--- config.mk ---
export PLATFORM = sky130hd
export DESIGN_NAME = instr_fetch
export DESIGN_NICKNAME = d
export VERILOG_FILES = /design/src/rtl/instr_fetch.sv
export SDC_FILE = /design/constraint.sdc
export NUM_CORES = 1
export LEC_CHECK = 0
export CORE_ASPECT_RATIO = 1.25
export CORE_MARGIN = 5
export CORE_UTILIZATION = 54
export DETAILED_ROUTE_END_ITERATION = 8
export GPL_TIMING_DRIVEN = 0
export HOLD_SLACK_MARGIN = 0.15
export PLACE_DENSITY = 0.9
export SETUP_SLACK_MARGIN = 0.2
export SLEW_MARGIN = 20
export SYNTH_ARGS = -nofsm -noshare
export SYNTH_HDL_FRONTEND = slang
export SYNTH_SLANG_ARGS = --single-unit
export TNS_END_PERCENT = 1
--- constraint.sdc ---
create_clock -name clk -period 4.4 [get_ports clk]
set_input_delay 0.44 -clock clk [delete_from_list [all_inputs] [get_ports clk]]
set_output_delay 0.44 -clock clk [all_outputs]
set_load 0.02 [all_outputs]
--- src/rtl/instr_fetch.sv ---
// Instruction fetch unit: issues one instruction-memory read per cycle against a
// single-cycle-latency memory and buffers {instruction, PC} pairs in a 2-entry FIFO.
module instr_fetch #(
   parameter int DATA_WIDTH  = 32,
   parameter int INSTR_WIDTH = 32,
   parameter int DEPTH       = 2
) (
   input  logic                   clk,
   input  logic                   rst,
   input  logic [DATA_WIDTH-1:0]  PC,
   input  logic                   redirect,
   output logic                   pc_en,
   output logic                   mem_req,
   output logic [DATA_WIDTH-1:0]  mem_addr,
   input  logic [INSTR_WIDTH-1:0] mem_rdata,
   output logic [INSTR_WIDTH-1:0] instr,
   output logic [DATA_WIDTH-1:0]  instr_pc,
   output logic                   instr_valid,
   input  logic                   instr_ready
);

   logic                   pending;
   logic [DATA_WIDTH-1:0]  req_pc;
   logic [1:0]             count;
   logic                   head;
   logic                   tail;
   logic [INSTR_WIDTH-1:0] instr_q [DEPTH];
   logic [DATA_WIDTH-1:0]  pc_q    [DEPTH];

   logic                   pop;
   logic                   push;
   logic                   credit;
   logic [2:0]             occupancy;

   // A new request is allowed only if the slot it will need is guaranteed free
   // when its data lands, counting the in-flight response and this cycle's pop.
   always_comb begin
      instr_valid = (count != 2'd0) & ~redirect;
      pop         = instr_valid & instr_ready;
      push        = pending & ~redirect;
      occupancy   = {1'b0, count} + {2'b00, pending} - {2'b00, pop};
      credit      = occupancy < 3'(DEPTH);
      mem_req     = credit & ~redirect & rst;
      pc_en       = mem_req;
      mem_addr    = PC;
      instr       = instr_q[head];
      instr_pc    = pc_q[head];
   end

   always_ff @(posedge clk or negedge rst) begin
      if (!rst) begin
         pending <= 1'b0;
         req_pc  <= '0;
      end else begin
         pending <= mem_req;
         if (mem_req) begin
            req_pc <= PC;
         end
      end
   end

   // Redirect discards both the buffered entries and the response in flight.
   always_ff @(posedge clk or negedge rst) begin
      if (!rst) begin
         count <= 2'd0;
         head  <= 1'b0;
         tail  <= 1'b0;
      end else if (redirect) begin
         count <= 2'd0;
         head  <= 1'b0;
         tail  <= 1'b0;
      end else begin
         if (push) begin
            tail <= tail + 1'b1;
         end
         if (pop) begin
            head <= head + 1'b1;
         end
         count <= count + {1'b0, push} - {1'b0, pop};
      end
   end

   always_ff @(posedge clk or negedge rst) begin
      if (!rst) begin
         for (int i = 0; i < DEPTH; i++) begin
            instr_q[i] <= '0;
            pc_q[i]    <= '0;
         end
      end else if (push) begin
         instr_q[tail] <= mem_rdata;
         pc_q[tail]    <= req_pc;
      end
   end

endmodule

; ---- Word level (Yosys, flattened, before mapping)
; Index checks and enable logic that the tools add are counted.
[op_classes]
mul = 0
bitwise = 8
n_shift = 0
n_div = 0
reduce_logical = 4
eq_ne = 0
add_sub_neg = 6
n_lt_le_gt_ge = 4
mux = 15
[op_table]
columns = operator, count
row1 = $mux W32, 7
row2 = $bwmux W64, 2
row3 = $demux W32 S1, 1
row4 = $reduce_bool A2 Y1, 3
row5 = $and A1 B1 Y1, 5
row6 = $ge A2 B2 Y1 const B, 2
row7 = $mux W1, 4
row8 = $not A1 Y2, 2
row9 = $add A2 B1 Y3, 1
row10 = $lt A3 B2 Y1 const B, 1
row11 = $sub A3 B1 Y3, 1
row12 = $add A1 B1 Y1 const B, 2
row13 = $add A2 B1 Y2, 1
row14 = $lt A2 B1 Y1 const B, 1
row15 = $mux W2, 1
row16 = $sub A2 B1 Y2, 1
row17 = $logic_and A1 B1 Y1, 1
row18 = $not A1 Y1, 1
[totals]
elab_cells = 46
input_bits = 68
out_inout_bits = 99
latch_bits = 0
regBits = 165
mem_bits_ro = 0
ramBits = 0
memories = 0

; ---- Logic depth before layout (Yosys ltp)
; Gate-level depths: netlist of the first run.
[logic_depth]
word_depth = 7
mapped_depth = 9
ltp_nobuf = 8

; ---- Worst setup path before layout of the first run
; OpenSTA, ideal clock, no wires.
[synth_path]
path_type = input to output
startpoint = input port redirect
endpoint = output port pc_en
arrival_ns = 2.495
path_stages = 9
path_slack_ns = 1.465
required_ns = 3.960
n_path_buf = 2
path_cell_list = o21ba_2 > and2_1 > ha_1 > nand2b_1 > fa_1 > xor2_1 > nor3_4 > buf_6 > buf_4
[synth_between]
elab_chain_len = 7
[synth_lines]
columns = item, line_no
row1 = "start, declared", 11  ; input logic redirect,
row2 = $not A1 Y1 *, "38, 43"
row3 = $and A1 B1 Y1, 38  ; instr_valid = (count != 2'd0) & ~redirect;
row4 = $and A1 B1 Y1, 39  ; pop = instr_valid & instr_ready;
row5 = $sub A3 B1 Y3, 41  ; occupancy = {1'b0, count} + {2'b00, pending} - {2'b00, pop};
row6 = $lt A3 B2 Y1, 42  ; credit = occupancy < 3'(DEPTH);
row7 = $and A1 B1 Y1 * (2 in a row), 43  ; mem_req = credit & ~redirect & rst;
row8 = "end, declared", 12  ; output logic pc_en,
; Mark *: on every way between the ends. The rest lies on a longest branch, timed or not.

; ---- Worst setup path after layout of the first run
[layout_path]
startpoint = register count[1]
endpoint = output port pc_en
[layout_between]
elab_chain_len = 7
elab_cells_between_ends = 8
classes_between = add/sub (2) / order compare (1) / bitwise (4) / reduce/logical (1)
[layout_lines]
columns = item, line_no
row1 = "start, declared", 24  ; logic [1:0] count;
row2 = "start signal, assigned", 79  ; count <= count + {1'b0, push} - {1'b0, pop};
row3 = $reduce_bool A2 Y1, 38
row4 = $and A1 B1 Y1, 38
row5 = $and A1 B1 Y1, 39
row6 = $sub A3 B1 Y3 *, 41
row7 = $lt A3 B2 Y1 *, 42
row8 = $and A1 B1 Y1 * (2 in a row), 43
; Marked as above.

==> results.yml, run 1 <==
route:
  post_drt_antenna_nets: 0
  drt_drc_violations_left: 0
  routed_wire_length_per_instance_um: 18.8
  drt-vias-per-instance: 5.21
  drt_iter0_drc: 128
  route.vias.total: 4374
  first_pass_iters: 4
  wl_um: 15800
finish:
  layout.cell_area.non_filler_um2: 9930
  post-route-util_pct: 74.7
  final.fill_count: 848
  ff_latch_area_um2: 4130
  layout_commonest_cell: "sky130_fd_sc_hd__mux2_2"
  drive_above_1_share_pct: 47.3
  synthToLayoutAreaGrowth_pct: 35.1
  finish.net_count: 728
  mostFrequentLayoutCells: "218 x sky130_fd_sc_hd__mux2_2, 165 x sky130_fd_sc_hd__dfrtp_1, 164 x sky130_fd_sc_hd__clkdlybuf4s50_1"
  insertedDiodeCount: 0
  multi_input_comb_area_um2: 2760
grt:
  grt_overflow_total: 0
  grt_start_max_net_pins: 105
  grtUsageMet2_pct: 36.8
  groute.layer.met3.usage_pct: 4.36
  top_usage_layer: "met2"
  global_route.usage.met1_pct: 24.3
  wire_length_of_the_first_global_routing_pass_um: 26100
  antenna_found_initial: 0
  track_usage_pct: 20.6
  grt_pass1_vias: 5017
critical_path:
  r2r_end: "req_pc[27]"
  reg2reg_depth: 10
  ff2ff_setup_slack_ps: 1450
  worstPathArrival_ps: 3430
  timing.critical_path.to: "pc_en"
  crit_fanout: 12
  critical_path_required_ps: 3960
  cp-startpoint: "count[1]"
  worstReg2RegStart: "count[1]"
  timing.critical_path.from_type: "flip-flop"
  worstSetupEndpointType: "output port"
  critical_path_start_end_classification: "flip-flop to output port"
flow_run:
  cap_violations: 0
power_and_ir_drop:
  vdd_ir_drop_max_mv: 0.408
  p_leak_nw: 4.37
  power.total_mw: 6.96
  power-per-cell-area_nw_per_um2: 701
clocking:
  clk_pin_slew_worst_paths_ps: 60
  cts_tree: "built"
  worst_skew_pair.late_latency_ps: 410
  clockBufferDepth: 2
  cts.htree.levels: 4
  num_cts_buffers: 17
  cts.sink_count: 165
  clk_root_buffer_cell: "sky130_fd_sc_hd__clkbuf_16"
yosys:
  syn-num-nets: 540
  total_standard_cell_area_after_synthesis_um2: 7350
  yosys_warnings: 0
  post_synth_inst_count: 468
  synthesis_stage_register_bit_count: 165
  mean_area_per_synthesized_cell_um2: 15.7
  yosysSeqAreaShare_pct: 56.2
  yosys.cell_types.count: 23
placement:
  globalplace.congestion: 0.787
  dp.final_hpwl_um: 11100
  post_dp_cell_area_um2: 9260
  portBuffers: 166
  dpl_worst_slack_ps: 74.9
sta:
  fin_max_slew_vios: 0
  grt_setup_unrepaired: "false"
  worst_pin_slew_ps: 648
  tns_ps: 0
  final.min_clock_period_ps: 3870
  fin_ws_ps: 533
  fin_crit_sh_pct: 87.9
  timing.final.setup_violations: 0
  relSlewSlack_pct: 56.8
  skew_ps: 4.13
  final_hold_viol_count: 0
  max_frequency_mhz: 259
worst_hold_path:
  min-delay-path-class: "input port to flip-flop"
floorplan:
  dieWidth_um: 114
  design.die.area_um2: 16100
  starting_utilization_of_the_core_area_pct: 55.3
  num_rows: 47
  ioPinCount: 167
  core-area_um2: 13300
  die_h_um: 140
outcome:
  outcome: "finished, final reports clean"
[registers in the layout (all words and copies together), names as in the netlist]
signal   cells
instr_q     64
pc_q        64
req_pc      32
count        2
head         1
pending      1
tail         1
[report_power, final]
part           switching, mW  total (mW)  internal [mW]
combinational           1.11        2.70           1.58
clock                  0.565        1.61           1.05
sequential             0.398        2.65           2.25
[routing by layer]
metal  wire, µm  vias up
met2       8680      116
met1       6100     2238
li1           -     1998
met3        716       22
met5          0        -
met4        285        0
[what timing repair did]
action / 4_1_cts / 5_1_grt
gates cloned: 0 / 0
gates resized for setup: 0 / 1
endpoints found under the hold margin: 62 / 0
pin swaps: 1 / 0
hold buffers: 1 / 0
setup endpoints to repair: 2 / 1
setup buffers: 1 / 0
[synth_stat cells (all sizes together)]
| master | instances | area share (%) |
|---|---|---|
| a21oi | 1 | 0.068 |
| and2 | 1 | 0.085 |
| buf | 55 | 6.2 |
| clkbuf | 1 | 0.051 |
| dfrtp | 165 | 56 |
| fa | 1 | 0.27 |
| ha | 3 | 0.51 |
| inv | 2 | 0.10 |
| mux2 | 225 | 35 |
| nand2 | 1 | 0.051 |
| nand2b | 2 | 0.27 |
| nand3b | 1 | 0.10 |
| nor2 | 3 | 0.37 |
| nor2b | 1 | 0.085 |
| nor3 | 1 | 0.22 |
| o21ba | 1 | 0.14 |
| xnor2 | 2 | 0.24 |
| xor2 | 2 | 0.24 |
[metrics by stage]
stage          instances  hold WS [ps]
2_1_floorplan        468           144
3_3_place_gp         805           481
3_5_place_dp         806           408
4_1_cts              839           502
5_1_grt              839           423
6_report             839           415
[cell type report]
class	instances	share of cell area, %
clock buffers	22	4.78
repair buffers	169	17.3
plain buffers	56	4.61
inverters	2	0.0756
flip-flops and latches	165	41.6
multi-input cells	245	27.8
clock inverters	9	1.75
well taps	171	2.16
[cell families (layout without fill, tap and decap cells)]
group	Yosys count	after routing	synth area share, %
flip-flops	165	165	56.2
multiplexers	225	225	34.8
AO/OA/AOI/OAI	2	2	0.204
buffers and inverters	58	258	6.33
adder cells (fa/ha/maj)	4	4	0.783
XOR/XNOR	4	4	0.477
AND/OR/NAND/NOR	10	10	1.19
[critical path, stage by stage, from the launching register on]
cell                              delay [ps]
sky130_fd_sc_hd__dfrtp_1                 440
sky130_fd_sc_hd__o21ba_2                 240
sky130_fd_sc_hd__and2_1                  190
sky130_fd_sc_hd__ha_1                    270
sky130_fd_sc_hd__nand2b_1                150
sky130_fd_sc_hd__fa_1                    490
sky130_fd_sc_hd__nand2_1                  80
sky130_fd_sc_hd__nor3_4                  230
sky130_fd_sc_hd__buf_6                   200
sky130_fd_sc_hd__buf_4                   120
sky130_fd_sc_hd__clkdlybuf4s50_1         590
[worst min path at each step]
stage	start	end	cells past startpoint
global route	redirect	tail	2
CTS	pc_q[12]	pc_q[12]	1
global placement	instr_q[12]	instr_q[12]	1
finish	redirect	tail	2
floorplan	rst	count[0]	0
detailed placement	rst	instr_q[42]	1
Power figures use the tool's default switching activity.
==> inputs of run 2 (changes only) <==
--- a/config.mk
+++ b/config.mk
@@ -12,6 +12,7 @@
 export GPL_TIMING_DRIVEN = 0
 export HOLD_SLACK_MARGIN = 0.15
 export PLACE_DENSITY = 0.9
+export RECOVER_POWER = 25
 export SETUP_SLACK_MARGIN = 0.2
 export SLEW_MARGIN = 20
 export SYNTH_ARGS = -nofsm -noshare
==> run 2 against run 1 <==
Setup slack better by 8.8 ps. First-iteration DRC count shrank 0.78%. Power shrank 0.33%. Clock skew grew 0.54 ps. Via count grew 0.43%. Sequential share of layout area rose by 0.42 points. Largest power group unchanged.
==> results.yml, run 2 (synthesis gave the netlist of run 1 again) <==
outcome:
  outcome: "finished, final reports clean"
clocking:
  clk_root_buffer_cell: "sky130_fd_sc_hd__clkbuf_16"
  clockBufferDepth: 2
  clk_pin_slew_worst_paths_ps: 60
  cts.sink_count: 165
  cts.htree.levels: 4
  worst_skew_pair.late_latency_ps: 420
  num_cts_buffers: 17
  cts_tree: "built"
finish:
  final.fill_count: 861
  synthToLayoutAreaGrowth_pct: 33.7
  mostFrequentLayoutCells: "218 x sky130_fd_sc_hd__mux2_2, 165 x sky130_fd_sc_hd__dfrtp_1, 164 x sky130_fd_sc_hd__clkdlybuf4s50_1"
  post-route-util_pct: 73.9
  finish.net_count: 728
  reg.largest.list: "instr_q x64, pc_q x64, req_pc x32"
  layout_commonest_cell: "sky130_fd_sc_hd__mux2_2"
  insertedDiodeCount: 0
  drive_above_1_share_pct: 45.2
route:
  post_drt_antenna_nets: 0
  route.vias.total: 4393
  first_pass_iters: 4
  wl_um: 15800
  drt_drc_violations_left: 0
  drt_iter0_drc: 127
  routed_wire_length_per_instance_um: 18.8
  drt-vias-per-instance: 5.24
critical_path:
  ff2ff_setup_slack_ps: 1460
  worstSetupEndpointType: "output port"
  critical_path_start_end_classification: "flip-flop to output port"
  reg2reg_depth: 10
  crit_fanout: 12
  worstPathArrival_ps: 3420
  critical_path_required_ps: 3960
  timing.critical_path.from_type: "flip-flop"
placement:
  globalplace.congestion: 0.787
  portBuffers: 166
  dp.final_hpwl_um: 11100
grt:
  wire_length_of_the_first_global_routing_pass_um: 26100
  track_usage_pct: 20.6
  grt_start_max_net_pins: 105
  antenna_found_initial: 0
  grt_pass1_vias: 5017
  grt_overflow_total: 0
sta:
  skew_ps: 4.67
  fin_crit_sh_pct: 87.7
  worst_pin_slew_ps: 910
  grt_setup_unrepaired: "false"
  max_frequency_mhz: 259
  fin_max_slew_vios: 0
  final_hold_viol_count: 0
  timing.final.setup_violations: 0
  relSlewSlack_pct: 39.1
  tns_ps: 0
  final.min_clock_period_ps: 3860
worst_hold_path:
  min-delay-path-class: "input port to flip-flop"
  hold-path-cell-count: 2
floorplan:
  num_rows: 47
  ioPinCount: 167
  dieWidth_um: 114
  design.die.area_um2: 16100
  core-area_um2: 13300
  starting_utilization_of_the_core_area_pct: 55.3
  die_h_um: 140
power_and_ir_drop:
  p_leak_nw: 4.32
  vdd_ir_drop_max_mv: 0.410
  power-per-cell-area_nw_per_um2: 706
  power.total_mw: 6.93
flow_run:
  cap_violations: 0
-- run 2: cell count changes in the layout (fill, tap and decap cells not counted) --
cell / change
sky130_fd_sc_hd__clkbuf_1: +10
sky130_fd_sc_hd__buf_6: -9
sky130_fd_sc_hd__mux2_1: +2
sky130_fd_sc_hd__mux2_4: -2
sky130_fd_sc_hd__buf_4: -1
sky130_fd_sc_hd__nand2b_2: +1
sky130_fd_sc_hd__nand2b_4: -1
sky130_fd_sc_hd__nor2_1: +1
sky130_fd_sc_hd__nor2_8: -1
sky130_fd_sc_hd__o21ba_1: +1
sky130_fd_sc_hd__o21ba_2: -1
-- run 2: final timing paths --
check	startpoint	to
worst max-delay path	count[1]	pc_en
worst min-delay path	redirect	count[1]
worst max register to register	count[1]	req_pc[27]
worst min register to register	instr_q[42]	instr_q[42]
max in group asynchronous	rst	pc_q[4]
min in group asynchronous	rst	instr_q[42]
-- run 2: final cells by class --
cell class                      count  area [µm²]  share of cell area (%)
Multi-Input combinational cell    245        2730                    27.7
Clock inverter                      9         174                    1.77
Buffer                             56         387                    3.93
Clock buffer                       22         474                    4.83
Sequential cell                   165        4130                    42.0
Timing Repair Buffer              169        1710                    17.4
Tap cell                          171         214                    2.18
Inverter                            2        7.51                  0.0764
-- run 2: where the power goes --
group	switching, mW	internal [mW]
Clock	0.568	1.05
Sequential	0.396	2.25
Combinational	1.11	1.56
Total	2.08	4.86
-- run 2: critical path, stage by stage, from the launching register on --
cell and delay, ps:
sky130_fd_sc_hd__dfrtp_1 440, sky130_fd_sc_hd__o21ba_1 220, sky130_fd_sc_hd__and2_1 200, sky130_fd_sc_hd__ha_1 270, sky130_fd_sc_hd__nand2b_1 150, sky130_fd_sc_hd__fa_1 490, sky130_fd_sc_hd__nand2_1 80, sky130_fd_sc_hd__nor3_4 230
sky130_fd_sc_hd__buf_6 200, sky130_fd_sc_hd__buf_4 120, sky130_fd_sc_hd__clkdlybuf4s50_1 590
-- run 2: repair_timing --
| item | in CTS | in global routing |
|---|---|---|
| gates resized for setup | 0 | 1 |
| endpoints found under the setup margin | 2 | 1 |
| pin swaps | 1 | 0 |
| hold buffers | 1 | 0 |
| endpoints found under the hold margin | 62 | 0 |
| setup buffers | 1 | 0 |
-- run 2: metrics by stage --
stage          setup slack [ps]  std cells  area [µm²]  hold WS [ps]
2_1_floorplan              1460        468        7350           144
3_3_place_gp              -4190        805        9230           481
3_5_place_dp               74.9        806        9260           408
4_1_cts                     269        839        9920           502
5_1_grt                     397        839        9830           418
6_report                    542        839        9830           414
-- run 2: layer usage --
metal	global-route usage, %	vias up	part of all wire (%)
li1	-	1997	-
met1	24.3	2259	39
met2	36.8	115	55
met3	4.36	22	4.3
met4	7.44	0	1.8
met5	0	-	0
==> inputs of run 3 (changes only) <==
--- a/config.mk
+++ b/config.mk
@@ -5,9 +5,10 @@
 export SDC_FILE = /design/constraint.sdc
 export NUM_CORES = 1
 export LEC_CHECK = 0
+export ABC_AREA = 1
 export CORE_ASPECT_RATIO = 1.25
 export CORE_MARGIN = 5
-export CORE_UTILIZATION = 54
+export CORE_UTILIZATION = 55
 export DETAILED_ROUTE_END_ITERATION = 8
 export GPL_TIMING_DRIVEN = 0
 export HOLD_SLACK_MARGIN = 0.15
==> run 3 against run 2 <==
First-iteration DRC count grew to 2.8 times the previous value. Global-route usage rose by 1.9 points. Sequential power shrank 4%. Synthesized cell count is 63% higher. Non-clock buffer count rose by 21. Critical path depth up 3. Register-to-register slack better by 200 ps. Die area rose by 4.9%. Cell count is 36% higher. Via count is 33% higher. Setup slack got worse by 230 ps. Critical path type unchanged. Largest cell class unchanged. Largest power group unchanged.
==> results.yml, run 3 <==
flow_run:
  cap_violations: 0
critical_path:
  library_cell_contributing_the_largest_single_delay_on_the_critical_path: "sky130_fd_sc_hd__clkdlybuf4s50_1"
  worstSetupEndpointType: "output port"
  worstPathArrival_ps: 3650
  cpPeakStageDelay_ps: 630
  timing.critical_path.from_type: "flip-flop"
  critical_path_required_ps: 3960
  critical_path.cell_chain: "inv_2, nand2_1, nand3_1, inv_1, ha_1, or2_2, fa_1, nand2_1, nor2_4, nand2_2, buf_2, inv_1, clkdlybuf4s50_1"
  critical_path_start_end_classification: "flip-flop to output port"
  crit_fanout: 10
finish:
  reg.largest.list: "instr_q x64, pc_q x64, req_pc x32"
  finish.net_count: 1024
  final.fill_count: 1023
  mostFrequentLayoutCells: "206 x sky130_fd_sc_hd__nand2_1, 165 x sky130_fd_sc_hd__dfrtp_1, 163 x sky130_fd_sc_hd__clkdlybuf4s50_1"
  drive_above_1_share_pct: 26.3
  layout_commonest_cell: "sky130_fd_sc_hd__nand2_1"
  ff_latch_area_um2: 4130
  multi_input_comb_area_um2: 2760
  post-route-util_pct: 72.0
  synthToLayoutAreaGrowth_pct: 29.8
  insertedDiodeCount: 0
floorplan:
  num_rows: 49
  core-area_um2: 14200
  ioPinCount: 167
  design.die.area_um2: 16800
  starting_utilization_of_the_core_area_pct: 55.4
  dieWidth_um: 117
  die_h_um: 144
route:
  route.vias.total: 5831
  post_drt_antenna_nets: 0
  drt-vias-per-instance: 5.10
  drt_drc_violations_left: 0
  drt_iter0_drc: 355
  first_pass_iters: 4
  wl_um: 18200
  routed_wire_length_per_instance_um: 15.9
yosys:
  yosysMostFrequentCell: "sky130_fd_sc_hd__nand2_1"
  post-synth-top-area-cell: "sky130_fd_sc_hd__dfrtp_1"
  yosysTopAreaCellShare_pct: 52.4
  synth_ff_type: "sky130_fd_sc_hd__dfrtp_1"
  yosys_warnings: 0
  synthesis_stage_register_bit_count: 165
  synth-async-reset-ratio_pct: 100
  synth_top_cells_by_count: "206 x sky130_fd_sc_hd__nand2_1, 165 x sky130_fd_sc_hd__dfrtp_1, 104 x sky130_fd_sc_hd__o21ai_2"
  syn-num-nets: 836
  yosys.cell_types.count: 24
  mean_area_per_synthesized_cell_um2: 10.3
  synth_area_leaders: "sky130_fd_sc_hd__dfrtp_1 52%, sky130_fd_sc_hd__o21ai_2 12%, sky130_fd_sc_hd__nand2_1 9.8%, sky130_fd_sc_hd__mux2_2 9.1%, sky130_fd_sc_hd__buf_4 3.6%"
  post_synth_inst_count: 764
  yosysSeqAreaShare_pct: 52.4
  synth_edf_count: 0
  total_standard_cell_area_after_synthesis_um2: 7890
placement:
  portBuffers: 166
  dp.final_hpwl_um: 12700
  dpl_worst_slack_ps: 38.4
  globalplace.congestion: 0.800
clocking:
  clk_pin_slew_worst_paths_ps: 60
  worst_skew_pair.late_latency_ps: 420
  cts.htree.levels: 4
  clk_root_buffer_cell: "sky130_fd_sc_hd__clkbuf_16"
  clockBufferDepth: 2
  num_cts_buffers: 17
  cts_tree: "built"
  cts.sink_count: 165
power_and_ir_drop:
  power-per-cell-area_nw_per_um2: 656
  p_leak_nw: 4.97
  vdd_ir_drop_max_mv: 0.331
sta:
  grt_setup_unrepaired: "true"
  skew_ps: 16.8
  max_frequency_mhz: 245
  fin_crit_sh_pct: 92.9
  worst_pin_slew_ps: 837
  timing.final.setup_violations: 0
  final.min_clock_period_ps: 4090
  fin_max_slew_vios: 0
  fin_ws_ps: 311
  final_hold_viol_count: 0
  relSlewSlack_pct: 44.2
outcome:
  outcome: "finished, final reports clean"
grt:
  grt_overflow_total: 0
  wire_length_of_the_first_global_routing_pass_um: 30000
  track_usage_pct: 22.5
  grt_start_max_net_pins: 91
  antenna_found_initial: 0
  grt_pass1_vias: 6317
worst_hold_path:
  min-delay-path-class: "input port to flip-flop"
==> run 3: cell types whose count changed in the layout (fill, tap and decap cells not counted), moves of 4 or more <==
cell / before / now
sky130_fd_sc_hd__mux2_4: 5 / 0
sky130_fd_sc_hd__nand2_1: 1 / 206
sky130_fd_sc_hd__nand3_1: 0 / 35
sky130_fd_sc_hd__buf_6: 6 / 14
sky130_fd_sc_hd__buf_4: 34 / 38
sky130_fd_sc_hd__o21ai_1: 0 / 14
sky130_fd_sc_hd__mux2_2: 218 / 64
sky130_fd_sc_hd__buf_2: 6 / 12
sky130_fd_sc_hd__o21ai_2: 0 / 89
sky130_fd_sc_hd__inv_1: 2 / 74
sky130_fd_sc_hd__o21ai_0: 0 / 25
sky130_fd_sc_hd__inv_6: 0 / 5
==> run 3: worst paths after layout <==
| kind | start | to | slack, ps | cells past startpoint |
|---|---|---|---|---|
| setup reg to reg | count[1] | req_pc[3] | 1660 | 13 |
| hold reg to reg | req_pc[5] | req_pc[5] | 470 | 2 |
| max in group asynchronous | rst | pc_q[33] | 2950 | 3 |
| hold / removal | redirect | count[0] | 450 | 2 |
| min in group asynchronous | rst | pending | 600 | 2 |
| setup / recovery | count[1] | mem_req | 310 | 13 |
==> run 3: repair_timing <==
item / CTS / global route
setup buffers: 0 / 1
endpoints found under the hold margin: 75 / 0
hold buffers: 1 / 0
pin swaps: 0 / 1
resized for setup: 2 / 1
gates cloned: 0 / 0
setup endpoints to repair: 2 / 2
==> run 3: per-layer routing <==
layer | track usage [%] | routed length, µm
met1 | 26.5 | 7240
met2 | 41.0 | 9820
met4 | 6.34 | 221
met3 | 4.89 | 897
met5 | 0 | 0
==> run 3: cell families after synthesis <==
| family | synth area share (%) |
|---|---|
| adder cells (fa/ha/maj) | 0.730 |
| AND/OR/NAND/NOR | 12.9 |
| flip-flops | 52.4 |
| AO/OA/AOI/OAI | 13.1 |
| multiplexers | 9.14 |
| buffers and inverters | 11.8 |
==> run 3: power by group <==
| part | leakage, nW | switching [mW] | internal (mW) |
|---|---|---|---|
| Sequential | 2.12 | 0.351 | 2.19 |
| Clock | 0.279 | 0.622 | 0.845 |
| Combinational | 2.58 | 1.40 | 1.31 |
| Total | 4.97 | 2.37 | 4.34 |
==> run 3: area by class of cell <==
cell class	instances	share of cell area, %
sequential	165	40.3
multi-input combinational	447	27.0
timing repair buffer	169	16.7
buffer	77	5.35
clock buffer	19	4.23
inverter	75	2.75
tap	178	2.18
clock inverter	13	1.43
==> run 3: per-stage QoR <==
step / setup TNS, ps / instance area, µm² / hold slack [ps] / power, mW / std cells
6_report: 0 / 10200 / 449 / 6.72 / 1143
4_1_cts: 0 / 10400 / 457 / 6.82 / 1142
3_5_place_dp: 0 / 9800 / 459 / 5.31 / 1109
2_1_floorplan: 0 / 7890 / 144 / 4.23 / 764
5_1_grt: 0 / 10200 / 463 / 7.12 / 1143
3_3_place_gp: -706060 / 9770 / 454 / 5.19 / 1108
==> run 3: worst max-delay path: cells and delay by family, from the launching register on <==
kind / cells / cell delay (ps)
fa+ha+maj: 2 / 740
buf+inv: 5 / 1140
flops: 1 / 430
simple gates: 6 / 910
